$ cat src/rtl/cpu_pkg.sv
// Shared types for the register-file write-back path: source ids and default widths.
package cpu_pkg;

    localparam int WB_BUS_WIDTH = 8;
    localparam int WB_DEPTH     = 8;
    localparam int WB_AW        = $clog2(WB_DEPTH);

    typedef enum logic {
        WB_ALU = 1'b0,
        WB_MEM = 1'b1
    } wb_src_e;

    typedef logic [WB_AW-1:0]        regaddr_t;
    typedef logic [WB_BUS_WIDTH-1:0] reg_t;

endpackage

$ cat src/rtl/rr_arbiter2.sv
// Two-request round-robin arbiter; on a tie the source that did not win last gets the grant.
module rr_arbiter2
    import cpu_pkg::*;
(
    input  logic       clk,
    input  logic       rst_n,
    input  logic [1:0] req,
    input  logic       advance,
    output logic [1:0] grant
);

    wb_src_e last_grant;

    // Bit 0 is the ALU, bit 1 the load unit.
    always_comb begin
        grant = req;
        if (req == 2'b11) begin
            grant = (last_grant == WB_ALU) ? 2'b10 : 2'b01;
        end
    end

    // Reset to MEM so the first tie after reset goes to the ALU.
    always_ff @(posedge clk or negedge rst_n) begin
        if (!rst_n) begin
            last_grant <= WB_MEM;
        end else if (advance && (grant != 2'b00)) begin
            last_grant <= grant[1] ? WB_MEM : WB_ALU;
        end
    end

endmodule

$ cat src/rtl/regfile_writeback_arbiter.sv
// Register-file write port controller: arbitrates ALU and load results into one registered
// write stage and keeps the pending-write scoreboard used by decode for read stalls.
module regfile_writeback_arbiter
    import cpu_pkg::*;
#(
    parameter int BUS_WIDTH = WB_BUS_WIDTH,
    parameter int DEPTH     = WB_DEPTH,
    parameter int ZERO_REG  = 1,
    parameter int AW        = $clog2(DEPTH)
) (
    input  logic                 clk,
    input  logic                 rst_n,
    input  logic                 alu_valid,
    output logic                 alu_ready,
    input  logic [AW-1:0]        alu_rd,
    input  logic [BUS_WIDTH-1:0] alu_data,
    input  logic                 mem_valid,
    output logic                 mem_ready,
    input  logic [AW-1:0]        mem_rd,
    input  logic [BUS_WIDTH-1:0] mem_data,
    input  logic                 issue_valid,
    input  logic [AW-1:0]        issue_rd,
    input  logic                 hold,
    output logic                 we,
    output logic [AW-1:0]        wr_addr,
    output logic [BUS_WIDTH-1:0] wr_data,
    output logic [DEPTH-1:0]     busy
);

    logic [1:0]           req;
    logic [1:0]           grant;
    logic                 accept;
    logic [AW-1:0]        sel_rd;
    logic [BUS_WIDTH-1:0] sel_data;
    logic                 drop;
    logic [DEPTH-1:0]     busy_next;

    // Gating requests with rst_n keeps both readys low while reset is held.
    assign req = {mem_valid, alu_valid} & {2{~hold & rst_n}};

    rr_arbiter2 u_arb (
        .clk     (clk),
        .rst_n   (rst_n),
        .req     (req),
        .advance (accept),
        .grant   (grant)
    );

    assign alu_ready = grant[0];
    assign mem_ready = grant[1];
    assign accept    = |grant;
    assign sel_rd    = grant[1] ? mem_rd   : alu_rd;
    assign sel_data  = grant[1] ? mem_data : alu_data;
    assign drop      = (ZERO_REG != 0) && (sel_rd == '0);

    always_ff @(posedge clk or negedge rst_n) begin
        if (!rst_n) begin
            we      <= 1'b0;
            wr_addr <= '0;
            wr_data <= '0;
        end else if (accept && !drop) begin
            we      <= 1'b1;
            wr_addr <= sel_rd;
            wr_data <= sel_data;
        end else begin
            we      <= 1'b0;
        end
    end

    // Clear first, then set, so a new reservation survives the retiring write.
    always_comb begin
        busy_next = busy;
        if (we) begin
            busy_next[wr_addr] = 1'b0;
        end
        if (issue_valid && !((ZERO_REG != 0) && (issue_rd == '0))) begin
            busy_next[issue_rd] = 1'b1;
        end
        if (ZERO_REG != 0) begin
            busy_next[0] = 1'b0;
        end
    end

    always_ff @(posedge clk or negedge rst_n) begin
        if (!rst_n) begin
            busy <= '0;
        end else begin
            busy <= busy_next;
        end
    end

endmodule

$ cat config.mk
export PLATFORM = sky130hd
export DESIGN_NAME = regfile_writeback_arbiter
export DESIGN_NICKNAME = d
export VERILOG_FILES = /design/src/rtl/cpu_pkg.sv /design/src/rtl/rr_arbiter2.sv /design/src/rtl/regfile_writeback_arbiter.sv
export SDC_FILE = /design/constraint.sdc
export NUM_CORES = 1
export LEC_CHECK = 0
export ABC_AREA = 1
export BUFFER_PORTS_ARGS = -buffer_cell sky130_fd_sc_hd__buf_4
export CAP_MARGIN = 20
export CORE_UTILIZATION = 45
export CTS_CLUSTER_DIAMETER = 150
export DETAILED_ROUTE_END_ITERATION = 10
export GPL_TIMING_DRIVEN = 0
export PLACE_DENSITY_LB_ADDON = 0.08
export RECOVER_POWER = 50
export SLEW_MARGIN = 20
export SYNTH_ARGS = -nofsm -noshare
export SYNTH_HDL_FRONTEND = slang
export SYNTH_SLANG_ARGS = --single-unit
$ cat constraint.sdc
create_clock -name clk -period 1.9 [get_ports clk]
set_input_delay 0.475 -clock clk [delete_from_list [all_inputs] [get_ports clk]]
set_output_delay 0.475 -clock clk [all_outputs]
set_load 0.05 [all_outputs]
# Word-level counts from Yosys, hierarchy flattened
# Cells that the tools add are included.
word_totals:
  output_inout_bits: 22
  in_bits: 31
  ff_bits: 20
  wordCells: 39
op_classes:
  n_reduce_logical: 11
  n_lt_le_gt_ge: 4
  muxes: 12
  n_eq_ne: 1
  bitwise_logic: 6
op_table:
  columns: ["cell", "n"]
  rows:
  - ["2-to-1 mux 8 bit", 3]
  - ["bitwise AND 8 bit", 1]
  - ["less-than comparator 3 x 4 -> 1 bit, second input constant", 2]
  - ["inverter 8 bit", 1]
  - ["bitwise OR 8 bit", 1]
  - ["demux 1 bit (select 3 bit)", 2]
  - [">= comparator 3 x 1 -> 1 bit, second input constant", 2]
  - ["zero test 3 bit", 2]
  - ["logical AND 1 bit", 5]
  - ["2-to-1 mux 1 bit", 4]
  - ["2-to-1 mux 2 bit", 2]
  - ["2-to-1 mux 3 bit", 1]
  - ["bitwise AND 2 bit", 1]
  - ["equality test 2 bit, second input constant", 1]
  - ["zero test 1 bit", 2]
  - ["nonzero test 2 bit", 1]
  - ["OR reduction 2 bit", 1]
  - ["bitwise AND 1 bit", 1]
  - ["inverter 1 bit", 1]

# Longest topological paths before layout
depth:
  depth_word: 10
  depth_mapped: 10
  depth_no_buf: 8

# Hierarchy
# A second synthesis with hierarchy kept.
hier_totals:
  hier_cells: 147
  area_unflattened_um2: 1121.1
by_module_without_submodules:
  columns: ["mod", "area_per_inst_um2", "cells_each", "instances", "seq_area_each_um2"]
  rows:
  - ["regfile_writeback_arbiter", 1059.8, 139, 1, 475.5]
  - ["rr_arbiter2", 61.3, 8, 1, 26.3]

# Least setup slack after synthesis
# OpenSTA, ideal clock, no wires.
synth_timing:
  kind: "input-to-reg"
  from: "in rst_n"
  to: "reg wr_addr[1]"
  arrival_time_ns: 1.717
  setup_ns: 0.120
  stages: 9
  slack_ns: 0.063
  n_path_buf: 1
  cell_sequence: "inv_1 -> nor2_2 -> nand2_1 -> a21oi_2 -> or2_4 -> nand2_4 -> buf_6 -> nand2_1 -> nand2_1"
synth_rtl:
  columns: ["item", "line_no", "text"]
  rows:
  - ["from (decl)", "regfile_writeback_arbiter.sv:12", "input logic rst_n,"]
  - ["bitwise AND 1 bit (*)", "regfile_writeback_arbiter.sv:39", "assign req = {mem_valid, alu_valid} & {2{~hold & rst_n}};"]
  - ["bitwise AND 2 bit (*)", "regfile_writeback_arbiter.sv:39", null]
  - ["equality test 2 bit", "rr_arbiter2.sv:17", "if (req == 2'b11) begin"]
  - ["2-to-1 mux 2 bit (*)", "rr_arbiter2.sv:17", null]
  - ["named net alu_ready", "regfile_writeback_arbiter.sv:14", "output logic alu_ready,"]
  - ["OR reduction 2 bit (*)", "regfile_writeback_arbiter.sv:51", "assign accept = |grant;"]
  - ["logical AND 1 bit (*)", "regfile_writeback_arbiter.sv:61", "end else if (accept && !drop) begin"]
  - ["to (signal assigned)", "regfile_writeback_arbiter.sv:63", "wr_addr <= sel_rd;"]
  - ["to (decl)", "regfile_writeback_arbiter.sv:25", "output logic [AW-1:0] wr_addr,"]
# The timed path passes the listed nets; every way through them passes the cells marked *.
# A chain may end at the register's enable or synchronous reset.

# Final worst setup path
layout_timing:
  from: "reg u_arb.last_grant"
  to: "out mem_ready"
layout_via:
  elab_chain_len: 2
layout_rtl:
  columns: ["item", "line_no", "text"]
  rows:
  - ["from (decl)", "rr_arbiter2.sv:12", "wb_src_e last_grant;"]
  - ["from (signal assigned)", "rr_arbiter2.sv:27", "last_grant <= grant[1] ? WB_MEM : WB_ALU;"]
  - ["2-to-1 mux 2 bit", "rr_arbiter2.sv:18", "grant = (last_grant == WB_ALU) ? 2'b10 : 2'b01;"]
  - ["2-to-1 mux 2 bit", "rr_arbiter2.sv:17", null]
  - ["to (decl)", "regfile_writeback_arbiter.sv:18", "output logic mem_ready,"]
# No other way between the ends.

==> impl_results.md <==
* CTS tree: done
* Unrepaired setup endpoints after global routing: false
* Final nets at 228
* Clock Sinks at 20
* Max Fclk at 550 MHz
* DR vias at 1,073
* Worst-path clk slew at 120 ps
* GPL Wtd Cong at 0.820
* Period utilisation layout at 95.6%
* Starting Density at 48.3%
* DR vias/cell at 4.79
* Num CTS Buffers at 3
* ANT nets after route at 0
* PD cells at 1140 nW/um^2
* Drt wl/cell at 11.0 um
* Chip Height at 51.2 um
* Critical path arrival at 1340 ps
* DRC violations left at 0
* Final setup violating endpoints at 0
* Number of post-CTS setup repair buffers at 0
* First-pass GRT wire length at 4160 um
* Layout cells sized above 1 at 27.0%
* Status: finished, final reports clean
* Area growth from synthesis to layout at 38.0%
* Row cnt at 17
* WL final at 2470 um
* Largest net degree at the start of global routing at 23
* CP max-delay cell: dfstp_2
* Multi-input logic area at 495 um^2
* # fillers at 222
* Synthesized Nets at 171
* Crit path launch type: flip-flop
* Min Clock Period, post-route at 1820 ps
* Critical Path RT at 1420 ps
* Critical path peak fanout at 10
* Final setup TNS at 0 ps
* Max Cap Viol at 0
* Crit path capture type: output port
* Syn Inst Count at 140
* Die X at 51.2 um
* Hold Slack at 99.7 ps
* VDD IR max at 0.954 mV
* Port bufs at 51
* Cell area after synthesis at 1090 um^2
* #FFs+latches synth at 20
* DR pass1 iterations at 4
* Clk_skew at 8.58 ps
* Leakage at 0.794 nW
* Seq/Total Area, Yosys at 46.1%
* Io pins at 53
* Worst Tran Pin Value at 861 ps
* H-tree levels at 1
* Sequential cell area at 502 um^2
* Max incr delay on CP at 560 ps
* Power Total at 0.00171 W
* Slew margin rel. at 42.4%
* CTS max path bufs at 2
* Total gr overflow at 0
* Synth unique cells at 20
* Yosys warning total at 0
* Core ar. at 2250 um^2
* Final HPWL DP at 1920 um
* Synthesized area per cell at 7.78 um^2
* Top Family by Delay on Critical Path: flip-flops
* Critical-path cell list: nand2_2 -> nand4_4 -> inv_2 -> buf_4
* Initial antenna violation count at 0
* # diodes at 0
* CP bufs+invs at 2
* Clock Tree Root: clkbuf_4
* Final Hold Viols at 0
* Critical path class: reg2out
* GRT Resource Usage Total at 20.8%
* Die ar. at 2620 um^2
* Slew Limit Fails at 0
* Vias in the first global route at 993
* DR iter-0 viols at 26
* Clk_lat worst skew at 290 ps
* Hold/Removal Path Class: in2async
cell families (layout without fill, tap and decap cells):
family	Yosys count	after routing	share of synthesized area [%]
AO/OA/AOI/OAI	15	15	7.47
other	1	1	0.344
buffers and inverters	21	77	9.31
AND/OR/NAND/NOR	83	83	36.8
flip-flops	20	20	46.1
power by group:
group / switching, W / internal [W]
Combinational: 0.000647 / 0.000183
Clock: 0.000127 / 0.000117
Sequential: 0.0000818 / 0.000554
cells in the mapped netlist:
master   number  area (um^2)
nand2_1      56          210
dfrtp_1      19          475
inv_1        16         60.1
nand3_1      14         70.1
o21ai_0      13         65.1
nand4_1       4         25.0
buf_4         2         15.0
buf_6         2         22.5
nand2_2       2         12.5
nand2_4       2         22.5
a21oi_2       1         8.76
conb_1        1         3.75
dfstp_2       1         26.3
inv_2         1         3.75
nand3_4       1         17.5
nand4_4       1         21.3
nor2_2        1         6.26
o31ai_1       1         7.51
or2_2         1         6.26
or2_4         1         8.76
state kept, by name (all words and copies together), names as in the netlist:
register,cells
wr_addr,3
u_arb.last_grant,1
wr_data,8
we,1
busy,7
metal layers:
metal	GRT usage, %	part of all wire (%)	wire [um]
met1	27.4	47	1150
met2	36.2	47	1170
met3	2.68	5.6	139
met4	4.17	0.36	9
met5	0	0	0
cell usage in the layout, fill, tap and decap left out:
cell | Yosys | layout
nand2_1 | 56 | 55
buf_4 | 2 | 32
dfrtp_1 | 19 | 19
clkbuf_1 | 0 | 19
inv_1 | 16 | 16
nand3_1 | 14 | 14
o21ai_0 | 13 | 13
nand4_1 | 4 | 4
nand2_2 | 2 | 3
buf_6 | 2 | 3
clkbuf_4 | 0 | 3
nand2_4 | 2 | 2
nor2_2 | 1 | 1
a21oi_4 | 0 | 1
or2_2 | 1 | 1
o31ai_1 | 1 | 1
nand4_4 | 1 | 1
inv_2 | 1 | 1
nand3_4 | 1 | 1
or2_4 | 1 | 1
conb_1 | 1 | 1
clkbuf_8 | 0 | 1
dlygate4sd3_1 | 0 | 1
buf_8 | 0 | 1
dfstp_2 | 1 | 1
path summary, 6_finish.rpt:
path,startpoint,to,slack [ps],depth (start not counted)
max reg2reg,u_arb.last_grant$_DFFE_PN1P_,wr_data[4]$_DFFE_PN0P_,340,10
min,rst_n,u_arb.last_grant$_DFFE_PN1P_,100,1
max,u_arb.last_grant$_DFFE_PN1P_,mem_ready,80,4
min in group clk,issue_rd[0],busy[2]$_DFF_PN0_,390,2
min reg2reg,wr_data[2]$_DFFE_PN0P_,wr_data[2]$_DFFE_PN0P_,480,2
max in group asynchronous,rst_n,wr_data[7]$_DFFE_PN0P_,530,2
area by class of cell:
class | instances | area share (%)
buffer | 4 | 2.50
clock buffer | 4 | 2.41
inverter | 17 | 4.25
multi-input combinational | 99 | 33.0
sequential | 20 | 33.4
tap | 28 | 2.33
timing repair buffer | 52 | 22.1
timing repair:
action                                  4_1_cts  5_1_grt
gates resized for setup                       1        4
hold buffers                                  0        1
endpoints found under the setup margin        1        2
hold endpoints to repair                      0       19
metrics by stage:
stage,instance area (um^2),worst slack [ps],util (%),cells
5_1_grt,1500,21.1,66.6,224
3_5_place_dp,1510,-73.4,66.8,219
6_report,1500,83.1,66.6,224
3_3_place_gp,1510,-34.2,66.8,219
4_1_cts,1550,8.35,68.6,223
2_1_floorplan,1090,62.8,-,140
Power figures use the tool's default switching activity.
